--- config.mk ---
export PLATFORM = sky130hd
export DESIGN_NAME = tx_channel
export DESIGN_NICKNAME = d
export VERILOG_FILES = /design/src/rtl/tx_channel_pkg.sv /design/src/rtl/tx_fifo.sv /design/src/rtl/tx_channel.sv
export VERILOG_INCLUDE_DIRS = /design/src /design/src/rtl
export SDC_FILE = /design/constraint.sdc
export NUM_CORES = 1
export LEC_CHECK = 0
export CORE_MARGIN = 10
export CORE_UTILIZATION = 45
export DETAILED_ROUTE_END_ITERATION = 7
export PLACE_DENSITY = 0.77
export SYNTH_ARGS = -nofsm -noshare
export SYNTH_HDL_FRONTEND = slang
export SYNTH_SLANG_ARGS = --single-unit
--- constraint.sdc ---
create_clock -name clk -period 2.8 [get_ports clk]
set_clock_uncertainty 0.05 [all_clocks]
set_input_delay 0.28 -clock clk [delete_from_list [all_inputs] [get_ports clk]]
set_output_delay 0.28 -clock clk [all_outputs]
set_load 0.02 [all_outputs]
--- src/rtl/network_defines.sv ---
// Shared network sizing macros used by every router-side block.
//   HDR_SZ     - header field width
//   PL_SZ      - payload field width
//   ADDR_SZ    - address field width
//   DIRECTIONS - number of router output directions
`ifndef NETWORK_DEFINES_SV
`define NETWORK_DEFINES_SV
`define HDR_SZ     2
`define PL_SZ      8
`define ADDR_SZ    4
`define DIRECTIONS 5
`endif

--- src/rtl/tx_channel_pkg.sv ---
// Shared types for the router transmit channel.
// Item width comes from the network defines so every router block agrees.
`ifndef NETWORK_DEFINES_SV
`include "network_defines.sv"
`endif

package tx_channel_pkg;

  localparam int ITEM_W = `HDR_SZ + `PL_SZ + `ADDR_SZ;

  typedef logic [ITEM_W-1:0] item_t;

endpackage

--- src/rtl/tx_fifo.sv ---
// Circular item buffer for one transmit channel: storage array, pointers
// and occupancy count. DEPTH is a power of two so the pointers wrap
// naturally on overflow. Storage itself is never reset; only the
// bookkeeping is, which is enough to make the contents unreachable.
module tx_fifo
  import tx_channel_pkg::*;
#(
  parameter int DEPTH = 4
) (
  input  logic                     clk,
  input  logic                     reset,
  input  logic                     wr_en,
  input  logic                     rd_en,
  input  item_t                    wr_data,
  output item_t                    rd_data,
  output logic [$clog2(DEPTH):0]   count
);

  localparam int AW = $clog2(DEPTH);

  item_t           mem [DEPTH];
  logic [AW-1:0]   wr_ptr;
  logic [AW-1:0]   rd_ptr;

  // Storage write; no reset on the array.
  always_ff @(posedge clk) begin
    if (wr_en) mem[wr_ptr] <= wr_data;
  end

  // Pointer and occupancy bookkeeping; both pointers may move in one cycle.
  always_ff @(posedge clk or posedge reset) begin
    if (reset) begin
      wr_ptr <= '0;
      rd_ptr <= '0;
      count  <= '0;
    end else begin
      if (wr_en) wr_ptr <= wr_ptr + 1'b1;
      if (rd_en) rd_ptr <= rd_ptr + 1'b1;
      case ({wr_en, rd_en})
        2'b10:   count <= count + 1'b1;
        2'b01:   count <= count - 1'b1;
        default: count <= count;
      endcase
    end
  end

  // Head entry is always presented; the wrapper masks it when empty.
  assign rd_data = mem[rd_ptr];

endmodule

--- src/rtl/tx_channel.sv ---
// Router transmit channel: one instance per router output direction.
// Buffers items from the crossbar and presents the head item to the link
// with a valid/ack handshake. busy is fed back to the router's
// per-direction enable logic.
// Optional feature macro: TX_CNT_EN adds the tx_count port and a
// wrapping sent-item counter.
`ifndef NETWORK_DEFINES_SV
`include "network_defines.sv"
`endif

module tx_channel
  import tx_channel_pkg::*;
#(
  parameter int DEPTH = 4,
  parameter int CNT_W = 16
) (
  input  logic                            clk,
  input  logic                            reset,
  input  logic [`HDR_SZ+`PL_SZ+`ADDR_SZ-1:0] item_in,
  input  logic                            ena,
  output logic                            busy,
  output logic [`HDR_SZ+`PL_SZ+`ADDR_SZ-1:0] tx_item,
  output logic                            tx_valid,
`ifdef TX_CNT_EN
  output logic [CNT_W-1:0]                tx_count,
`endif
  input  logic                            tx_ack
);

  localparam int CW = $clog2(DEPTH) + 1;

  logic          wr_en;
  logic          rd_en;
  item_t         head;
  logic [CW-1:0] count;

  // Full/empty flags straight from the occupancy count; a write is refused
  // while full even if the head leaves in the same cycle.
  always_comb begin
    busy     = (count == CW'(DEPTH));
    tx_valid = (count != '0);
    wr_en    = ena & ~busy;
    rd_en    = tx_valid & tx_ack;
    tx_item  = tx_valid ? head : '0;
  end

  tx_fifo #(
    .DEPTH (DEPTH)
  ) u_fifo (
    .clk     (clk),
    .reset   (reset),
    .wr_en   (wr_en),
    .rd_en   (rd_en),
    .wr_data (item_in),
    .rd_data (head),
    .count   (count)
  );

`ifdef TX_CNT_EN
  // Sent-item counter, wraps at 2^CNT_W.
  always_ff @(posedge clk or posedge reset) begin
    if (reset)      tx_count <= '0;
    else if (rd_en) tx_count <= tx_count + 1'b1;
  end
`else
  // Counter omitted; CNT_W kept referenced so the parameter list is uniform.
  logic [CNT_W-1:0] unused_cnt_w;
  assign unused_cnt_w = '0;
`endif

endmodule

# Yosys cells after proc, flatten, opt, wreduce, memory -nomap -nowiden
# Memory sizes are Yosys's and may differ from the RTL's.
# Index checks and enable logic that the tools add are counted.
[word_totals]
regBits = 7
ram_bits = 56
input_bits = 18
output_inout_bits = 16
elab_cells = 20
n_memories = 1
[memory_table]
columns = ["name", "words", "width", "read_ports", "rd_clocked_by_memory_dff", "wr", "line_no", "text"]
rows = [
  ["u_fifo.mem", 4, 14, 1, 0, 1, "tx_fifo.sv:21", "item_t mem [DEPTH];"],
]
[op_classes]
n_addsub = 4
eq_ne = 3
mux = 4
bitwise = 3
reduce_logical = 2
[op_table]
columns = ["cell", "n"]
rows = [
  ["$mux W14", 1],
  ["$pmux W3 S2", 1],
  ["$add A2 B1 Y2 const B", 2],
  ["$add A3 B1 Y3 const B", 1],
  ["$eq A3 B3 Y1 const B", 1],
  ["$reduce_bool A3 Y1", 1],
  ["$sub A3 B1 Y3 const B", 1],
  ["$and A1 B1 Y1", 2],
  ["$eq A2 B1 Y1 const B", 1],
  ["$eq A2 B2 Y1 const B", 1],
  ["$mux W1", 2],
  ["$reduce_bool A2 Y1", 1],
  ["$not A1 Y1", 1],
]

# Depth between registers and ports, before layout
[depth]
word_depth = 5
depth_mapped = 9
depth_no_buf = 9

# By module
# Synthesis repeated with hierarchy kept, for this count alone.
[unflattened]
hier_cells = 125
hier_area_um2 = 2572.5
[by_module_without_submodules]
columns = ["module", "n_inst", "cells_each", "area_each_um2", "seq_area_each_um2"]
rows = [
  ["tx_fifo", 1, 105, 2433.6, 1856.8],
  ["tx_channel", 1, 20, 138.9, 0.0],
]

# Worst setup path after synthesis
# No wires, ideal clock.
[synth_path]
path_type = "register -> register"
startpoint = "register u_fifo.count[0]"
endpoint = "register u_fifo.count[2]"
setup_ns = 0.079
arrival_time_ns = 2.279
required_ns = 2.671
path_slack_ns = 0.392
stages_incl_launch_ff = 10
path_buffers = 0
synth_period_minus_slack_ns = 2.408
path_cell_list = "dfrtp_1 > nor3b_1 > nor2b_1 > inv_1 > ha_1 > inv_1 > fa_1 > xor2_1 > nor2_1 > xor2_1"
[synth_between]
elab_chain_cells = 5
elab_cells_between_ends = 11
classes_between = "add/sub (2); eq/ne (3); mux (1); bitwise (3); reduce/logical (2)"
[synth_rtl]
columns = ["item", "line_no", "text"]
rows = [
  ["from (decl)", "tx_fifo.sv:16", "output logic [$clog2(DEPTH):0] count"],
  ["from (signal assigned)", "tx_fifo.sv:40", "2'b10: count <= count + 1'b1;"],
  ["from (signal assigned)", "tx_fifo.sv:41", "2'b01: count <= count - 1'b1;"],
  ["from (signal assigned)", "tx_fifo.sv:42", "default: count <= count;"],
  ["$eq A3 B3 Y1 *", "tx_channel.sv:40", "busy = (count == CW'(DEPTH));"],
  ["named net busy", "tx_channel.sv:21", "output logic busy,"],
  ["$not A1 Y1 *", "tx_channel.sv:42", "wr_en = ena & ~busy;"],
  ["$and A1 B1 Y1 *", "tx_channel.sv:42", ""],
  ["$eq A2 B1 Y1 / $eq A2 B2 Y1 (equally long branches)", "tx_fifo.sv:39", "case ({wr_en, rd_en})"],
  ["$pmux W3 S2 / $reduce_bool A2 Y1 (equally long branches)", "-", ""],
]
# The timed path passes the listed nets; every way through them passes the cells marked *.
# A chain may end at the register's enable or synchronous reset.

# Worst setup path after layout
[layout_path]
startpoint = "register u_fifo.rd_ptr[0]"
endpoint = "output tx_item[0]"
[layout_between]
elab_chain_cells = 2
[layout_rtl]
columns = ["item", "line_no", "text"]
rows = [
  ["from (decl)", "tx_fifo.sv:23", "logic [AW-1:0] rd_ptr;"],
  ["from (signal assigned)", "tx_fifo.sv:38", "if (rd_en) rd_ptr <= rd_ptr + 1'b1;"],
  ["$mem_v2 Z4 W14", "-", ""],
  ["$mux W14", "tx_channel.sv:44", "tx_item = tx_valid ? head : '0;"],
  ["to (decl)", "tx_channel.sv:22", "output logic [`HDR_SZ+`PL_SZ+`ADDR_SZ-1:0] tx_item,"],
]
# Every way passes these cells.

==> impl_metrics.toml <==
[sta]
fin_crit_ns = 2.65
setup_tns_ns = 0
hold_violations = 0
setup_viol = 0
timing.final.crit_share_pct = 94.6
max_slew_margin_pct = 65.9
maxSlewViolCount = 0
max_freq_mhz = 378
rsz0062_at_grt = "false"
tightest_slew_ns = 0.511

[logic_synthesis]
ys_warn_count = 0
synth.distinct_cells = 21
syn_inst = 127
synth_top_area_share_pct = 65.4
ys_top_cells_by_area = "edfxtp_1 65%, mux4_2 7.0%, dfrtp_1 6.8%, mux4_1 6.1%, and2_1 4.6%"
synth_top_area_cell = "edfxtp_1"
synth_area_um2 = 2570
syn_avg_cell_area_um2 = 20.2
seq_area_frac_synth_pct = 72.2
synth_fp_nets = 151
synth_seq_cells = 63

[clock_tree]
post_cts_buffers = 0
insertion_delay_ns = 0.33
ctsResizeCount = 0
h-tree-depth = 3
clock_sinks = 63
cts_buffers = 9
cts-root-buf = "clkbuf_8"
path_clk_slew_ns = 0.06
cts_max_path_buffers = 2
cts_tree = "yes"
ctsHoldBuffers = 0

[critical_path]
slowest_stage = "mux4_1"
crit_chain = "buf_12, mux4_1, and2_1, clkdlybuf4s50_1"
critPathCaptureType = "output pin"
max_stage_delay_ns = 0.56
critPathBufInv = 2
crit_path_start_kind = "flop"
r2r_setup_slack_ns = 0.41
crit_path_max_fanout = 13
path_class = "flop to output pin"
critPathArrivalTime_ns = 2.32
cpLargestDelayFamily = "buffers and inverters"
required_ns = 2.47

[floorplan]
die-area_um2 = 9130
coreArea_um2 = 5540
row_count = 27
die_x_um = 95.6
start_util_pct = 46.4
die_h_um = 95.6
io-pin-count = 34

[outcome]
status = "finished, final reports clean"

[worst_hold_path]
hold_class = "primary input to async pin"

[detailed_routing]
drcViolationCount = 0
wl_um = 4580
vias_per_cell = 5.12
vias = 1269
wl_per_cell_um = 18.5
drt-pass1-iter-count = 4
ant_nets = 0
drt_iter0_drc = 78

[power_and_ir_drop]
p_leak_nw = 1.13
power_density_nw_per_um2 = 1090
vdd_drop_max_uv = 525

[cells_and_area]
mostFrequentLayoutCell = "edfxtp_1"
diodes = 0
fin_nets = 196
drive_above_1_share_pct = 15.3
layout_common_cells = "56 x edfxtp_1, 33 x clkdlybuf4s50_1, 19 x and2_1, 11 x clkbuf_8, 8 x mux4_2"
layout.cells.non_filler = 248
area_growth_syn_to_layout_pct = 23.4

[grt]
grt_start_max_net_pins = 18
grt_first_pass_wirelength_um = 7410
grt_use_total_pct = 10.9
antenna_found_initial = 0
grt_pass1_vias = 1435
overflow = 0

[flow_run]
drv_cap = 0

[place]
finalWeightedCongestion = 0.720
port_buffers = 33
dp.cells = 233
hpwlAfterDp_um = 3230
## Yosys cell counts, drive strengths merged
cell type and n:
inv 7, edfxtp 56, ha 5, dfrtp 7, nor3b 1, xor2 3
or3 1, mux2 1, nor2 1, buf 4, clkbuf 1, and2 19
mux2i 1, nand3 1, nor2b 1, fa 1, xnor2 3, mux4 14
## state kept, by name, indices dropped and copies added (netlist names)
name,count
u_fifo.mem,56
u_fifo.rd_ptr,2
u_fifo.count,3
u_fifo.wr_ptr,2
## cell families after synthesis
logic type | share of synthesized area [%]
buffers and inverters | 2.78
flip-flops | 72.2
adder cells (fa/ha/maj) | 3.21
multiplexers | 14.0
XOR/XNOR | 2.05
AND/OR/NAND/NOR | 5.74
## final timing paths
path	from	end	cells past startpoint
setup / recovery	u_fifo.rd_ptr[0]	tx_item[0]	4
hold / removal	reset	u_fifo.wr_ptr[0]	2
setup reg to reg	u_fifo.count[0]	u_fifo.count[2]	8
hold reg to reg	u_fifo.count[2]	u_fifo.count[2]	1
max in group asynchronous	reset	u_fifo.count[0]	2
min in group clk	u_fifo.count[2]	u_fifo.count[2]	1
## layout make-up
cell class	count	area (um2)
well taps	72	90.1
flip-flops and latches	63	1860
clock buffers	14	163
clock inverters	1	5.00
multi-input cells	52	642
inverters	7	26.3
repair buffers	39	388
fillers	434	2370
## through the flow
stage | power [mW] | cell area [um2] | utilization [%] | hold slack, ns | worst slack (ns)
4_1_cts | 3.50 | 3170 | 57.2 | 0.138 | 0.101
3_3_place_gp | 2.76 | 3000 | 54.2 | 0.415 | 0.522
6_report | 3.45 | 3170 | 57.2 | 0.135 | 0.151
2_1_floorplan | 2.26 | 2570 | - | 0.0334 | 0.392
3_5_place_dp | 2.83 | 3000 | 54.2 | 0.429 | 0.399
5_1_grt | 3.64 | 3170 | 57.2 | 0.171 | 0.0496
## routing by layer
layer | up-vias | track usage (%) | part of all wire (%)
li1 | 577 | - | -
met1 | 650 | 12.8 | 41
met2 | 34 | 17.9 | 51
met3 | 8 | 3.22 | 5.5
met4 | 0 | 5.16 | 1.7
met5 | - | 0 | 0
## where the power goes
part	internal, mW	leakage (nW)	switching (mW)
Sequential	1.26	0.595	0.108
Clock	0.364	0.0865	0.307
Combinational	0.734	0.444	0.676
Power figures use the tool's default switching activity.
